File: src/rtl/child_sched_pkg.sv
// Shared types and defaults for root-level child schedulers.
// Imported by the interface, the picker and the scheduler top.
package child_sched_pkg;

   typedef enum logic [1:0] {
      IDLE,
      GRANT,
      GAP
   } sched_state_e;

   localparam int N_REQ_DEF    = 5;
   localparam int MAX_HOLD_DEF = 16;

endpackage

File: src/rtl/child_rr_sched_if.sv
// Request/grant bundle between the child instances and the scheduler.
// master = scheduler side, slave = child side.
interface child_rr_sched_if
   import child_sched_pkg::*;
#(
   parameter int N_REQ = N_REQ_DEF,
   parameter int ID_W  = $clog2(N_REQ)
) ();

   logic [N_REQ-1:0] req;
   logic [N_REQ-1:0] done;
   logic [N_REQ-1:0] gnt;
   logic [ID_W-1:0]  gnt_id;
   logic             busy;
   logic             timeout;
   logic [7:0]       grant_count;

   modport master (
      input  req, done,
      output gnt, gnt_id, busy, timeout, grant_count
   );

   modport slave (
      output req, done,
      input  gnt, gnt_id, busy, timeout, grant_count
   );

endinterface

File: src/rtl/child_rr_sched_rr_pick.sv
// Round-robin next-winner search starting just above 'last'.
// 'last' itself is reached only after every other index, so it wins only alone.
module rr_pick
   import child_sched_pkg::*;
#(
   parameter int N_REQ = N_REQ_DEF,
   parameter int ID_W  = $clog2(N_REQ)
) (
   input  logic [N_REQ-1:0] req,
   input  logic [ID_W-1:0]  last,
   output logic             valid,
   output logic [ID_W-1:0]  idx
);

   // Scan far-to-near so the nearest set bit after last is assigned last.
   always_comb begin
      int j;
      valid = 1'b0;
      idx   = '0;
      j     = 0;
      for (int k = N_REQ; k >= 1; k--) begin
         j = (int'(last) + k) % N_REQ;
         if (req[j]) begin
            valid = 1'b1;
            idx   = ID_W'(j);
         end
      end
   end

endmodule

File: src/rtl/child_rr_sched.sv
// Round-robin grant of one shared resource among the root's children.
// Grant held until done of the grantee or MAX_HOLD cycles, then one gap cycle.
module child_rr_sched
   import child_sched_pkg::*;
#(
   parameter int N_REQ    = N_REQ_DEF,
   parameter int MAX_HOLD = MAX_HOLD_DEF,
   parameter int ID_W     = $clog2(N_REQ)
) (
   input logic             clk,
   input logic             rst_n,
   child_rr_sched_if.master bus
);

   localparam int HW = $clog2(MAX_HOLD + 1);
   localparam logic [HW-1:0] HOLD_LAST = HW'(MAX_HOLD - 1);
   localparam logic [HW-1:0] HOLD_SAT  = HW'(MAX_HOLD);

   sched_state_e     state_q, state_nx;
   logic [N_REQ-1:0] gnt_q, gnt_nx;
   logic [ID_W-1:0]  id_q, id_nx;
   logic [ID_W-1:0]  last_q, last_nx;
   logic             busy_q, busy_nx;
   logic             to_q, to_nx;
   logic [7:0]       cnt_q, cnt_nx;
   logic [HW-1:0]    hold_q, hold_nx;
   logic             pk_valid;
   logic [ID_W-1:0]  pk_idx;
   logic             done_hit;

   rr_pick #(
      .N_REQ (N_REQ),
      .ID_W  (ID_W)
   ) u_pick (
      .req   (bus.req),
      .last  (last_q),
      .valid (pk_valid),
      .idx   (pk_idx)
   );

   assign done_hit = |(bus.done & gnt_q);

   // State and output registers; reset drops the grant immediately.
   always_ff @(posedge clk or negedge rst_n) begin
      if (!rst_n) begin
         state_q <= IDLE;
         gnt_q   <= '0;
         id_q    <= '0;
         last_q  <= ID_W'(N_REQ - 1);
         busy_q  <= 1'b0;
         to_q    <= 1'b0;
         cnt_q   <= '0;
         hold_q  <= '0;
      end else begin
         state_q <= state_nx;
         gnt_q   <= gnt_nx;
         id_q    <= id_nx;
         last_q  <= last_nx;
         busy_q  <= busy_nx;
         to_q    <= to_nx;
         cnt_q   <= cnt_nx;
         hold_q  <= hold_nx;
      end
   end

   // Next-state and next-output logic; done wins over timeout.
   always_comb begin
      state_nx = state_q;
      gnt_nx   = gnt_q;
      id_nx    = id_q;
      last_nx  = last_q;
      busy_nx  = busy_q;
      to_nx    = 1'b0;
      cnt_nx   = cnt_q;
      hold_nx  = hold_q;
      unique case (state_q)
         IDLE: begin
            if (pk_valid) begin
               gnt_nx   = N_REQ'(1) << pk_idx;
               id_nx    = pk_idx;
               busy_nx  = 1'b1;
               hold_nx  = '0;
               cnt_nx   = cnt_q + 8'd1;
               state_nx = GRANT;
            end
         end
         GRANT: begin
            if (done_hit || hold_q == HOLD_LAST) begin
               gnt_nx   = '0;
               busy_nx  = 1'b0;
               last_nx  = id_q;
               to_nx    = !done_hit;
               state_nx = GAP;
            end else if (hold_q != HOLD_SAT) begin
               hold_nx = hold_q + 1'b1;
            end
         end
         GAP: begin
            state_nx = IDLE;
         end
         default: begin
            state_nx = IDLE;
         end
      endcase
   end

   assign bus.gnt         = gnt_q;
   assign bus.gnt_id      = id_q;
   assign bus.busy        = busy_q;
   assign bus.timeout     = to_q;
   assign bus.grant_count = cnt_q;

endmodule

File: src/flat_wrapper.sv
// flat-port wrapper written by rule: the top's interface ports become plain ports
module child_rr_sched_flat import child_sched_pkg::*;
#(
   parameter int N_REQ    = N_REQ_DEF,
   parameter int MAX_HOLD = MAX_HOLD_DEF,
   parameter int ID_W     = $clog2(N_REQ)
)
  (clk, rst_n, bus_req, bus_done, bus_gnt, bus_gnt_id, bus_busy, bus_timeout, bus_grant_count);
  child_rr_sched_if #(.N_REQ(N_REQ), .ID_W(ID_W)) bus_i ();
  input logic clk;
  input logic rst_n;
  input wire logic [$bits(bus_i.req)-1:0] bus_req;
  input wire logic [$bits(bus_i.done)-1:0] bus_done;
  output wire logic [$bits(bus_i.gnt)-1:0] bus_gnt;
  output wire logic [$bits(bus_i.gnt_id)-1:0] bus_gnt_id;
  output wire logic [$bits(bus_i.busy)-1:0] bus_busy;
  output wire logic [$bits(bus_i.timeout)-1:0] bus_timeout;
  output wire logic [$bits(bus_i.grant_count)-1:0] bus_grant_count;
  assign bus_i.req = bus_req;
  assign bus_i.done = bus_done;
  assign bus_gnt = bus_i.gnt;
  assign bus_gnt_id = bus_i.gnt_id;
  assign bus_busy = bus_i.busy;
  assign bus_timeout = bus_i.timeout;
  assign bus_grant_count = bus_i.grant_count;
  child_rr_sched #(.N_REQ(N_REQ), .MAX_HOLD(MAX_HOLD), .ID_W(ID_W)) u_core (.clk(clk), .rst_n(rst_n), .bus(bus_i));
endmodule
File: config.mk
export PLATFORM = sky130hd
export DESIGN_NAME = child_rr_sched_flat
export DESIGN_NICKNAME = d
export VERILOG_FILES = /design/src/rtl/child_sched_pkg.sv /design/src/rtl/child_rr_sched_if.sv /design/src/rtl/child_rr_sched_rr_pick.sv /design/src/rtl/child_rr_sched.sv /design/src/flat_wrapper.sv
export SDC_FILE = /design/constraint.sdc
export NUM_CORES = 1
export LEC_CHECK = 0
export ABC_CLOCK_PERIOD_IN_PS = 7650
export CORE_ASPECT_RATIO = 0.9
export CORE_UTILIZATION = 55
export DETAILED_ROUTE_END_ITERATION = 10
export PLACE_DENSITY_LB_ADDON = 0.08
export SYNTH_ARGS = -nofsm -noshare
export SYNTH_HDL_FRONTEND = slang
export SYNTH_SLANG_ARGS = --single-unit
File: constraint.sdc
create_clock -name clk -period 7.65 [get_ports clk]
set_clock_uncertainty 0.1 [all_clocks]
set_input_delay 0.765 -clock clk [delete_from_list [all_inputs] [get_ports clk]]
set_output_delay 0.765 -clock clk [all_outputs]
set_load 0.02 [all_outputs]
==> impl_metrics.csv <==
group,metric,value,unit
synth,yosys.area.top_type,"dfrtp_1",
global_routing,grtUsageTotal,0.2522,
synth,ys_ff_latch,28,
placed_design,post-dp-hpwl,5475,um
clock_network,cts_root_buffer,"clkbuf_8",
detailed_routing,wirelength,7037,um
min_path,min_to,"u_core.bus.grant_count[7]$_DFFE_PN0P_",
global_routing,grt_start_max_net_pins,33,
detailed_routing,drt_pass1_iterations,5,
final_layout,regArea,701.9,um^2
clock_network,cts_tree,"yes",
final_layout,multiInputGateArea,2111,um^2
synth,syn_area_per_cell,8.615,um^2
synth,yosys_warnings,0,
worst_setup_path,setup.worst_path.class,"register to register",
final_layout,areaGrowthSynthToFinish,13.65,%
min_path,holdPathStages,1,
final_layout,drive_gt1_frac,0.1048,
final_layout,nets,415,
synth,ys_top_cells_by_count,"30 x ha_1, 28 x inv_1, 27 x dfrtp_1, 24 x nand2_1, 20 x nor2_1",
placed_design,gp_congestion,0.9060,
worst_setup_path,reg2reg_slack,2.49,ns
floorplan,initial_utilization,0.5705,
worst_setup_path,cp-start-kind,"register",
worst_setup_path,path_cells,"buf_4, inv_2, ha_1, inv_1, ha_1, nor2_1, a21oi_1, xnor2_1, inv_1, ha_1, inv_1, o22ai_1, o21ai_2, xnor2_2, mux4_2, a21boi_2, a311oi_2, buf_4, and2_1, a32o_1",
floorplan,die_x,79.82,um
detailed_routing,met1_length,3567,um
final_layout,antenna_cells,0,
floorplan,ios,30,
synth,synth_area_leaders,"dfrtp_1 23%, ha_1 13%, inv_1 3.5%",
worst_setup_path,crit_path_max_incr_delay,0.61,ns
global_routing,grt_pass1_vias,2516,
detailed_routing,vias_per_cell,6.257,
worst_setup_path,reg2reg_depth,20,
worst_setup_path,cp_max_fo,32,
synth,synth_cells,348,
sta,slew_violations,0,
detailed_routing,drt_iter0_drc,146,
clock_network,cts_buffers,3,
sta,max_slew_margin,0.5246,
sta,fmax,193.9,MHz
worst_setup_path,cp.arrival,5.22,ns
synth,yosysSeqAreaShare,0.2341,
detailed_routing,remaining_drc_errors,0,
clock_network,cts_buffer_depth,2,
sta,hold_violations,0,
floorplan,die_area,5750,um^2
floorplan,die_h,72.04,um
detailed_routing,wl_per_cell,16.03,um
detailed_routing,wl_met2,3097,um
floorplan,coreArea,5255,um^2
sta,setup_viol,0,
synth,syn_nets,390,
floorplan,rows,25,
sta,tightest_slew,0.7056,ns
clock_network,clkSinkCount,28,
final_layout,nFillCells,465,
worst_setup_path,critPathRequiredTime,7.72,ns
placed_design,dp.cells,435,
sta,fin_crit,5.157,ns
clock_network,holdBufCountCts,0,
worst_setup_path,end_kind,"register",
worst_setup_path,cp.depth,20,
global_routing,antenna_found_initial,0,
detailed_routing,route.top_layer_used,"met4",
worst_setup_path,r2r-start,"u_core.last_q[0]$_DFFE_PN0P_",
synth,synth_edf_count,0,
clock_network,htreeDepth,1,
clock_network,cts_setup_buffers,0,
sta,rsz0062_at_grt,"no",
final_layout,finalNonFillerCells,439,
worst_setup_path,timing.rr.end,"u_core.bus.gnt[0]$_DFFE_PN0P_",
synth,synth_flop_cell,"dfrtp_1",
job,max-cap-violations,0,
detailed_routing,ant_nets,0,
global_routing,grt_pass1_wl,11690,um
synth,syn-cell-area,2998,um^2
synth,netlist.area_leader.share,0.2254,
worst_setup_path,cp.buffers_inverters,6,
placed_design,portBuffers,29,
clock_network,clk_latency,0.28,ns
sta,fin_tns_setup,0,ns
outcome,status,"completed",
clock_network,cts_resized,0,
detailed_routing,met3WireLength,350,um
synth,async_flop_share,1.000,
clock_network,clkSlewWorstSetupHoldPaths,0.09,ns
min_path,min_from,"u_core.bus.grant_count[7]$_DFFE_PN0P_",
min_path,hp-class,"register to register",
global_routing,globalRouteOverflowTotal,0,
worst_setup_path,crit_family,"buffers and inverters",
synth,yosysMostFrequentCell,"ha_1",
synth,ys_types,76,
worst_setup_path,cp_slowest_cell,"ha_1",
detailed_routing,vias,2747,
sta,min_period_over_period,0.6741,
==> area by class of cell <==
type / instances / share of cell area
Multi-Input combinational cell: 276 / 0.6195
Timing Repair Buffer: 33 / 0.09401
Sequential cell: 28 / 0.2060
Tap cell: 67 / 0.02461
Clock buffer: 3 / 0.01212
Clock inverter: 1 / 0.008814
Inverter: 31 / 0.03489
==> how the worst max path moves through the flow <==
| stage | slack, ns | endpoint | startpoint |
|---|---|---|---|
| floorplan | 3.21 | u_core.bus.grant_count[1]$_DFFE_PN0P_ | u_core.last_q[0]$_DFFE_PN0P_ |
| global placement | 2.71 | u_core.bus.gnt[0]$_DFFE_PN0P_ | u_core.last_q[0]$_DFFE_PN0P_ |
| detailed placement | 2.55 | u_core.bus.gnt[0]$_DFFE_PN0P_ | u_core.last_q[0]$_DFFE_PN0P_ |
| CTS | 2.54 | u_core.bus.gnt[0]$_DFFE_PN0P_ | u_core.last_q[0]$_DFFE_PN0P_ |
| global route | 2.11 | u_core.bus.gnt[0]$_DFFE_PN0P_ | u_core.last_q[0]$_DFFE_PN0P_ |
| finish | 2.49 | u_core.bus.gnt[0]$_DFFE_PN0P_ | u_core.last_q[0]$_DFFE_PN0P_ |
==> state kept, by name, indices dropped and copies added (netlist names) <==
| signal | count |
|---|---|
| u_core.bus.grant_count | 8 |
| u_core.bus.gnt | 5 |
| u_core.hold_q | 5 |
| u_core.bus.gnt_id | 3 |
| u_core.last_q | 3 |
| u_core.state_q | 2 |
| u_core.bus.busy | 1 |
| u_core.bus.timeout | 1 |
==> cell usage in the layout, fill, tap and decap left out, types with 3 or more instances in the layout <==
cell,count
dfrtp_1,27
or2_2,4
clkdlybuf4s50_1,29
a31oi_1,4
nand4_1,9
nand2b_1,3
o22ai_1,5
nor2_1,20
xor2_1,4
a21o_1,3
o32ai_1,3
a311oi_2,3
buf_4,4
clkbuf_8,3
ha_1,30
o211ai_1,5
o21a_1,3
nand3_1,4
and4_1,3
and2_1,7
o21ai_0,17
xnor2_1,11
a21oi_1,19
o21bai_1,3
inv_1,28
nand2_1,24
nor3_1,8
and3_1,5
or3_1,3
a22oi_1,6
mux2i_1,10
mux2_2,4
o311ai_1,3
==> through the flow <==
stage	instance area (um^2)	hold WS, ns	utilization	worst slack, ns
2_1_floorplan	2998	0.3694	-	3.210
3_3_place_gp	3336	0.3627	0.6348	2.712
3_5_place_dp	3336	0.3692	0.6348	2.548
4_1_cts	3407	0.3851	0.6483	2.538
5_1_grt	3407	0.4145	0.6483	2.107
6_report	3407	0.3771	0.6483	2.493
==> logic make-up (layout without fill, tap and decap cells) <==
| kind of cell | after synthesis | after routing | share of synthesized area |
|---|---|---|---|
| and+or+nand+nor | 104 | 104 | 0.1895 |
| DFF | 28 | 28 | 0.2341 |
| xor gates and xnor gates | 17 | 17 | 0.05843 |
| AOI/OAI and AO/OA | 109 | 109 | 0.2713 |
| buffers and inverters | 44 | 68 | 0.06177 |
| muxes | 16 | 16 | 0.05968 |
| adders and majority gates | 30 | 30 | 0.1252 |
==> per-layer routing <==
layer	GRT usage	up-vias
li1	-	1350
met1	0.3874	1315
met2	0.3922	80
met3	0.03270	2
met4	0.02183	0
met5	0	-
==> worst reg2reg max path: stages (launching register included) <==
cell,delay (ns)
dfrtp_1,0.33
buf_4,0.31
inv_2,0.21
ha_1,0.61
inv_1,0.24
ha_1,0.25
nor2_1,0.17
a21oi_1,0.11
xnor2_1,0.27
inv_1,0.11
ha_1,0.21
inv_1,0.06
o22ai_1,0.07
o21ai_2,0.25
xnor2_2,0.18
mux4_2,0.57
a21boi_2,0.25
a311oi_2,0.13
buf_4,0.24
and2_1,0.18
a32o_1,0.21
Power is left out: the tool's default activity adds up to more than one toggle a clock period on the data nets, which glitch-free logic cannot reach.
